<file path="src/rtl/photonic_order_feeder.sv">
// Risk-checked order FIFO feeding a photonic encoder: one order in flight,
// issued as a single-cycle strobe and retired by ack or by timeout.
`timescale 1ns/100ps
module photonic_order_feeder #(
    parameter int          DEPTH       = 4,
    parameter logic [31:0] MAX_QTY     = 32'd1000000,
    parameter logic [15:0] ACK_TIMEOUT = 16'd200
) (
    input  logic         clk_156mhz,
    input  logic         reset_n,
    input  logic [127:0] in_data,
    input  logic         in_valid,
    output logic         in_ready,
    output logic [127:0] order_data,
    output logic         order_valid,
    input  logic         order_ack,
    output logic [4:0]   fifo_level,
    output logic [15:0]  reject_cnt,
    output logic [15:0]  timeout_cnt,
    output logic [31:0]  sent_cnt,
    output logic         busy
);

    localparam int         PW      = (DEPTH > 2) ? $clog2(DEPTH) : 1;
    localparam logic [4:0] DEPTH_L = 5'(DEPTH);

    typedef enum logic [1:0] {
        ST_IDLE,
        ST_ISSUE,
        ST_WAIT_ACK
    } state_t;

    function automatic logic [15:0] sat_inc16(input logic [15:0] v);
        return (v == 16'hFFFF) ? v : v + 16'd1;
    endfunction

    state_t         state_q, state_d;
    logic [PW-1:0]  wr_ptr_q, wr_ptr_d;
    logic [PW-1:0]  rd_ptr_q, rd_ptr_d;
    logic [4:0]     level_q, level_d;
    logic [15:0]    wait_q, wait_d;
    logic [15:0]    reject_q, reject_d;
    logic [15:0]    timeout_q, timeout_d;
    logic [31:0]    sent_q, sent_d;
    logic [127:0]   data_q, data_d;
    logic [127:0]   fifo_mem [DEPTH];

    logic           accept;
    logic           qty_ok;
    logic           push;
    logic           pop;
    logic [15:0]    wait_inc;

    // in_ready looks only at registered occupancy: a pop in the same cycle does not free a slot early
    assign in_ready    = reset_n && (level_q != DEPTH_L);
    assign accept      = in_valid && in_ready;
    assign qty_ok      = (in_data[31:0] != 32'd0) && (in_data[31:0] <= MAX_QTY);
    assign push        = accept && qty_ok;
    assign pop         = (state_q == ST_IDLE) && (level_q != 5'd0);
    assign wait_inc    = wait_q + 16'd1;

    assign order_data  = data_q;
    assign order_valid = (state_q == ST_ISSUE);
    assign busy        = (state_q != ST_IDLE);
    assign fifo_level  = level_q;
    assign reject_cnt  = reject_q;
    assign timeout_cnt = timeout_q;
    assign sent_cnt    = sent_q;

    always_comb begin
        state_d   = state_q;
        wr_ptr_d  = wr_ptr_q;
        rd_ptr_d  = rd_ptr_q;
        level_d   = level_q + 5'(push) - 5'(pop);
        wait_d    = wait_q;
        reject_d  = reject_q;
        timeout_d = timeout_q;
        sent_d    = sent_q;
        data_d    = data_q;

        if (accept && !qty_ok) begin
            reject_d = sat_inc16(reject_q);
        end
        if (push) begin
            wr_ptr_d = wr_ptr_q + PW'(1);
        end

        case (state_q)
            ST_IDLE: begin
                wait_d = 16'd0;
                if (pop) begin
                    data_d   = fifo_mem[rd_ptr_q];
                    rd_ptr_d = rd_ptr_q + PW'(1);
                    state_d  = ST_ISSUE;
                end
            end
            ST_ISSUE: begin
                wait_d  = 16'd0;
                state_d = ST_WAIT_ACK;
            end
            ST_WAIT_ACK: begin
                // ack wins over a timeout landing in the same cycle
                if (order_ack) begin
                    sent_d  = sent_q + 32'd1;
                    state_d = ST_IDLE;
                end else if (wait_inc == ACK_TIMEOUT) begin
                    timeout_d = sat_inc16(timeout_q);
                    state_d   = ST_IDLE;
                end else begin
                    wait_d = wait_inc;
                end
            end
            default: begin
                state_d = ST_IDLE;
            end
        endcase
    end

    always_ff @(posedge clk_156mhz) begin
        if (!reset_n) begin
            state_q   <= ST_IDLE;
            wr_ptr_q  <= '0;
            rd_ptr_q  <= '0;
            level_q   <= 5'd0;
            wait_q    <= 16'd0;
            reject_q  <= 16'd0;
            timeout_q <= 16'd0;
            sent_q    <= 32'd0;
            data_q    <= 128'd0;
        end else begin
            state_q   <= state_d;
            wr_ptr_q  <= wr_ptr_d;
            rd_ptr_q  <= rd_ptr_d;
            level_q   <= level_d;
            wait_q    <= wait_d;
            reject_q  <= reject_d;
            timeout_q <= timeout_d;
            sent_q    <= sent_d;
            data_q    <= data_d;
        end
    end

    // Storage carries no reset; occupancy is tracked entirely by the pointers and level
    always_ff @(posedge clk_156mhz) begin
        if (reset_n && push) begin
            fifo_mem[wr_ptr_q] <= in_data;
        end
    end

endmodule

</file>
<file path="config.mk">
export PLATFORM = sky130hd
export DESIGN_NAME = photonic_order_feeder
export DESIGN_NICKNAME = d
export VERILOG_FILES = /design/src/rtl/photonic_order_feeder.sv
export SDC_FILE = /design/constraint.sdc
export NUM_CORES = 1
export LEC_CHECK = 0
export CORE_MARGIN = 3
export CORE_UTILIZATION = 50
export DETAILED_ROUTE_END_ITERATION = 16
export GPL_ROUTABILITY_DRIVEN = 0
export PLACE_DENSITY = 0.76
export SLEW_MARGIN = 20
export SYNTH_ARGS = -nofsm -noshare
export SYNTH_HDL_FRONTEND = slang
export SYNTH_SLANG_ARGS = --single-unit
</file>
<file path="constraint.sdc">
create_clock -name clk_156mhz -period 6.5 [get_ports clk_156mhz]
set_input_delay 1.625 -clock clk_156mhz [delete_from_list [all_inputs] [get_ports clk_156mhz]]
set_output_delay 1.625 -clock clk_156mhz [all_outputs]
set_load 0.03 [all_outputs]
</file>
==> flow_summary.ini, run 1 <==
[clocking]
clkLatencyLatePin_ns = 0.61
cts_tree = done
path_clk_slew_ns = 0.05
post_cts_buffers = 0
holdBufCountCts = 0
h-tree-depth = 3
cts.repair.resized = 0
cts_root_buf = clkbuf_16
clk_path_buf_depth = 3
cts_made_buffers = 74
clock-sinks = 731

[route]
viasPerCell = 5.65
ant_nets = 0
drc = 0
via_count = 16300
post_drt_wl_per_cell_um = 21.9
wl_mm = 63.4
drt-initial-drc-count = 1196
drt_pre_antenna_iters = 5

[synthesis]
syn-num-nets = 1932
synth-main-ff-cell = edfxtp_1
ys_ff_latch = 731
async_flop_share = 0
netlist_instances = 1784
synth_edf_count = 512
synth_area_um2 = 27300
syn-mean-instance-area_um2 = 15.3
seq_area_frac_synth = 0.722
yosysUniqueCellTypes = 51
yosys_warnings = 0

[layout]
drive_gt1_frac = 0.134
fin_nets = 2272
area_growth_pct = 24.9

[run]
timing.max_cap.violations = 0

[setup_path]
setup.worst_path.start_class = primary input
crit_type = in -> out
r2r_end = fifo_level[4]$_SDFF_PN0_
crit_start = reset_n
rr_startpoint = fifo_level[0]$_SDFF_PN0_
r2r_slack_ns = 2.97
endpoint_kind = output port
crit_required_ns = 4.88
worstPathMaxFanout = 31
crit_arrival_ns = 3.30
rr_worst_depth = 11

[placed_design]
dp_hpwl_mm = 38.8
io_buffers = 331
preCtsSetupSlack_ns = 1.16

[grt]
met3_usage = 0.0579
grt_use_met2 = 0.370
antenna_found_initial = 10
use_met1 = 0.286
grt_pass1_vias = 16900
grt_use_total = 0.221
top_usage_layer = met2
overflow = 0
grt_pass1_wl_mm = 97.0
grt_max_degree = 93

[timing]
fin_crit_ns = 4.92
fin_skew_ns = 0.0281
relSlewSlack = 0.301
setup_ws_ns = 1.58
worst_slew_pin_slew_ns = 1.05
rsz0062_at_grt = false
setup_viol = 0
hold_viol_final = 0
drv_slew = 0
setup_tns_ns = 0
fmaxAchievable_mhz = 203
fin_crit_sh = 0.758

[floorplanning]
fp.dieH_um = 240
pin_count = 332
rows = 85
fp.dieW_um = 240
die_area_um2 = 57500
initial_core_util = 0.507
design.core.area_um2 = 53900

[min_path]
min_to = order_data[46]$_SDFFE_PN0P_
min_path_cells = 2
hp-class = reg -> reg
min-delay-start = order_data[46]$_SDFFE_PN0P_

[power]
p_comb_frac = 0.279
power_frac_clock = 0.312
peakVddDrop_mv = 0.329
switching_share = 0.321
power.total_mw = 14.1
power.switching_mw = 4.53
power_per_cell_area_nw_per_um2 = 413
power.leakage_nw = 11.2
power_frac_seq = 0.409
intPower_mw = 9.58

[status]
status = completed
==> layout by cell type, fill, tap and decap left out, drive strengths merged, types with 2 or more instances in the layout <==
cell and n:
clkdlybuf4s50 331, clkinvlp 3, buf 24, mux2i 15, bufinv 9, a21oi 159
a31oi 4, xor2 30, nand3 35, o31ai 5, and3 16, and4 9
nand2b 6, nand4 20, nor4 11, or4 6, a211oi 4, inv 24
clkinv 20, or2 4, nand2 301, ha 15, or3 17, nor2 72
mux4 128, and2 10, nor2b 3, xnor2 23, edfxtp 512, diode 6
o21ai 21, clkbuf 100, a2111oi 2, nor3 14, a21o 2, dfxtp 219
==> power by group through the flow <==
stage	combinational [mW]	clock, mW	sequential, mW
finish	3.93	4.41	5.77
global route	4.22	4.69	5.83
CTS	3.99	4.51	5.78
detailed placement	3.97	0	5.86
global placement	3.92	0	5.85
floorplan	1.83	0	6.40
==> synth_stat cells (5+ instances only) <==
| master | number | area (µm²) |
|---|---|---|
| buf_1 | 14 | 52.6 |
| edfxtp_1 | 512 | 15400 |
| mux4_2 | 128 | 2880 |
| xnor2_1 | 23 | 201 |
| ha_1 | 15 | 188 |
| dfxtp_1 | 219 | 4380 |
| o31ai_1 | 5 | 37.5 |
| nor4_1 | 11 | 68.8 |
| and4_1 | 9 | 78.8 |
| or3_1 | 17 | 106 |
| a21oi_1 | 158 | 791 |
| nand2b_1 | 6 | 37.5 |
| o21ai_0 | 21 | 105 |
| and3_1 | 16 | 100 |
| mux2i_1 | 15 | 150 |
| inv_1 | 17 | 63.8 |
| nand3_1 | 34 | 170 |
| clkbuf_1 | 75 | 282 |
| nand4_1 | 20 | 125 |
| and2_1 | 9 | 56.3 |
| nor3_1 | 13 | 65.1 |
| nor2_1 | 72 | 270 |
| nand2_1 | 301 | 1130 |
| or4_1 | 6 | 45.0 |
| xor2_1 | 30 | 263 |
==> per-stage QoR <==
stage                     hold slack, ns   util  std cells  area, µm²
after global placement             0.443  0.585       2743      31500
after global routing               0.471  0.633       2882      34100
after CTS                          0.454  0.633       2882      34100
after detailed placement           0.446  0.585       2744      31600
after floorplan                    0.435      -       1784      27400
final                              0.453  0.633       2888      34100
==> state kept, by name, indices dropped and copies added (netlist names) <==
signal and cells:
fifo_level 5, fifo_mem 512, order_data 128, rd_ptr_q 2, reject_cnt 16, sent_cnt 32
state_q 2, timeout_cnt 16, wait_q 16, wr_ptr_q 2
==> how the worst max path moves through the flow <==
stage | depth (start not counted) | slack [ns] | end
floorplan | 6 | 0.15 | fifo_mem[1][0]$_DFFE_PP_
CTS | 4 | 1.58 | in_ready
detailed placement | 16 | 1.16 | fifo_level[4]$_SDFF_PN0_
global route | 4 | 1.51 | in_ready
global placement | 16 | 1.25 | fifo_level[4]$_SDFF_PN0_
finish | 4 | 1.58 | in_ready
==> critical path: stages <==
cell,delay [ns]
clkdlybuf4s50_1,0.56
inv_6,0.14
a21oi_1,0.22
clkdlybuf4s50_1,0.74
==> logic make-up after synthesis <==
| logic type | count (synthesis) | share of synthesized area |
|---|---|---|
| buf+inv | 109 | 0.0151 |
| flops | 731 | 0.722 |
| fa+ha+maj | 16 | 0.00759 |
| compound gates | 202 | 0.0398 |
| mux | 143 | 0.111 |
| xor+xnor | 53 | 0.0170 |
| simple gates | 530 | 0.0871 |
==> final cells by class <==
class                           count  area, µm²
Fill cell                        3769      19800
Sequential cell                   731      19800
Multi-Input combinational cell    944       7190
Timing Repair Buffer              355       3660
Clock buffer                      100       2050
Tap cell                          696        871
Clock inverter                     38        519
Inverter                           18       75.1
Antenna cell                        6       15.0
==> metal layers <==
| layer | wire length (µm) | vias up | share of wire |
|---|---|---|---|
| met5 | 61 | - | 0.00096 |
| met4 | 1480 | 10 | 0.023 |
| met3 | 4860 | 113 | 0.077 |
| met2 | 31500 | 528 | 0.50 |
| met1 | 25500 | 8269 | 0.40 |
| li1 | - | 7388 | - |
Power figures use the tool's default switching activity.
==> run 2: changes to the inputs <==
==> constraint.sdc (replaced) <==
create_clock -name clk_156mhz -period 4.1 [get_ports clk_156mhz]
set_input_delay 1.025 -clock clk_156mhz [delete_from_list [all_inputs] [get_ports clk_156mhz]]
set_output_delay 1.025 -clock clk_156mhz [all_outputs]
set_load 0.03 [all_outputs]
==> flow_summary.ini, run 2 (synthesis gave the netlist of run 1 again) <==
[status]
status = completed

[timing]
hold_slack_ns = 0.453
setup_viol = 0
worst_slew_pin_slew_ns = 1.04
relSlewSlack = 0.306
fin_skew_ns = 0.0265
fin_crit_sh = 0.966
hold_viol_final = 0
fin_crit_ns = 3.96
fmaxAchievable_mhz = 253
drv_slew = 0

[setup_path]
critical_path.cell_chain = clkdlybuf4s50_1 > nor4_2 > buf_4 > and4_1 > nor2_1 > o21ai_0 > nor4bb_1 > buf_4 > inv_1 > ha_1 > inv_1 > ha_1 > fa_1 > a21oi_1 > nor2_1 > or3_1 > a21oi_1
cp_slowest_cell = clkdlybuf4s50_1
rr_worst_depth = 8
crit_start = in_data[1]
endpoint_kind = register
crit_type = in -> reg
setup.worst_path.start_class = primary input
crit_required_ns = 4.61
r2r_slack_ns = 0.80
cp_top_family = simple AND/OR/NAND/NOR gates
rr_startpoint = wait_q[0]$_SDFFE_PN0P_
worstPathMaxFanout = 2
crit_buf_inv = 5
r2r_end = timeout_cnt[14]$_SDFFE_PN0P_
crit_arrival_ns = 4.47
max_stage_delay_ns = 0.46

[layout]
fin_nets = 2330
fin_area_um2 = 34600
largest_register_ffs = 512
most-common-layout-cells = edfxtp_1, clkdlybuf4s50_1, nand2_1
area_growth_pct = 26.5
top_register = fifo_mem
num-fill-cells = 3754
layout_commonest_cell = edfxtp_1
drive_gt1_frac = 0.155

[min_path]
min_to = order_data[114]$_SDFFE_PN0P_
min_path_cells = 2
hp-class = reg -> reg
min-delay-start = order_data[114]$_SDFFE_PN0P_

[route]
via_count = 16600
viasPerCell = 5.65
post_drt_wl_per_cell_um = 21.9
drc = 0
drt_pre_antenna_iters = 5
drt-initial-drc-count = 1313
ant_nets = 0
wl_mm = 64.4

[clocking]
clock-sinks = 731
cts_root_buf = clkbuf_16
h-tree-depth = 3
post_cts_buffers = 0
path_clk_slew_ns = 0.06
clk_path_buf_depth = 3
holdBufCountCts = 0
cts_tree = done
cts_made_buffers = 75
clkLatencyLatePin_ns = 0.61

[floorplanning]
rows = 85
pin_count = 332
fp.dieH_um = 240
design.core.area_um2 = 53900
die_area_um2 = 57500
fp.dieW_um = 240
initial_core_util = 0.507

[power]
peakVddDrop_mv = 0.519
power_per_cell_area_nw_per_um2 = 647
power.leakage_nw = 11.4

[run]
timing.max_cap.violations = 0

[grt]
antenna_found_initial = 10
grt_use_total = 0.225
overflow = 0
grt_pass1_wl_mm = 98.7
grt_pass1_vias = 17100
grt_max_degree = 79

[placed_design]
dp_hpwl_mm = 40.5
place_area_um2 = 32100
io_buffers = 331
run 2: how the worst max path moves through the flow:
stage          cells past startpoint                  endpoint  slack (ns)
6_report                          17  fifo_level[4]$_SDFF_PN0_        0.14
3_3_place_gp                      17  fifo_level[4]$_SDFF_PN0_       -0.43
4_1_cts                           17  fifo_level[4]$_SDFF_PN0_        0.14
3_5_place_dp                      17  fifo_level[4]$_SDFF_PN0_       -0.50
5_1_grt                           17  fifo_level[4]$_SDFF_PN0_       -0.02
2_1_floorplan                      6  fifo_mem[0][0]$_DFFE_PP_       -0.23
run 2: cell type report:
class                           instances  area [µm²]  share of cell area
Antenna cell                            4        10.0            0.000289
Clock buffer                          107        2170              0.0627
Clock inverter                         31         359              0.0104
Inverter                               18        75.1             0.00217
Multi-Input combinational cell        944        7200               0.208
Sequential cell                       731       19800               0.571
Tap cell                              696         871              0.0252
Timing Repair Buffer                  412        4140               0.120
run 2: routing by layer:
layer	wire length (µm)	track usage
met5	98	0
met4	1840	0.0772
met3	5130	0.0587
met2	32200	0.377
met1	25200	0.286
run 2: power breakdown:
part,internal (mW),switching (mW),total (mW),leakage (nW)
registers,8.52,0.597,9.12,6.39
logic,2.59,3.79,6.38,3.81
clock network,4.09,2.78,6.87,1.24
run 2: repair_timing:
action	in CTS	in global routing
gates resized for setup	0	1
setup endpoints to repair	0	1
hold endpoints to repair	0	0
run 2: worst min-delay path: stages, from the launching register on:
cell	delay, ns
dfxtp_1	0.30
nand2_1	0.05
a21oi_1	0.05
run 2: through the flow:
stage	util	total power, mW	worst slack (ns)	TNS, ns	cells
final	0.642	22.4	0.141	0	2943
after global routing	0.641	23.3	-0.0200	-0.0200	2940
after CTS	0.641	22.6	0.136	0	2939
after detailed placement	0.594	15.7	-0.497	-4.38	2801
after floorplan	-	13.0	-0.227	-116.08	1784
after global placement	0.594	15.5	-0.429	-0.912	2801
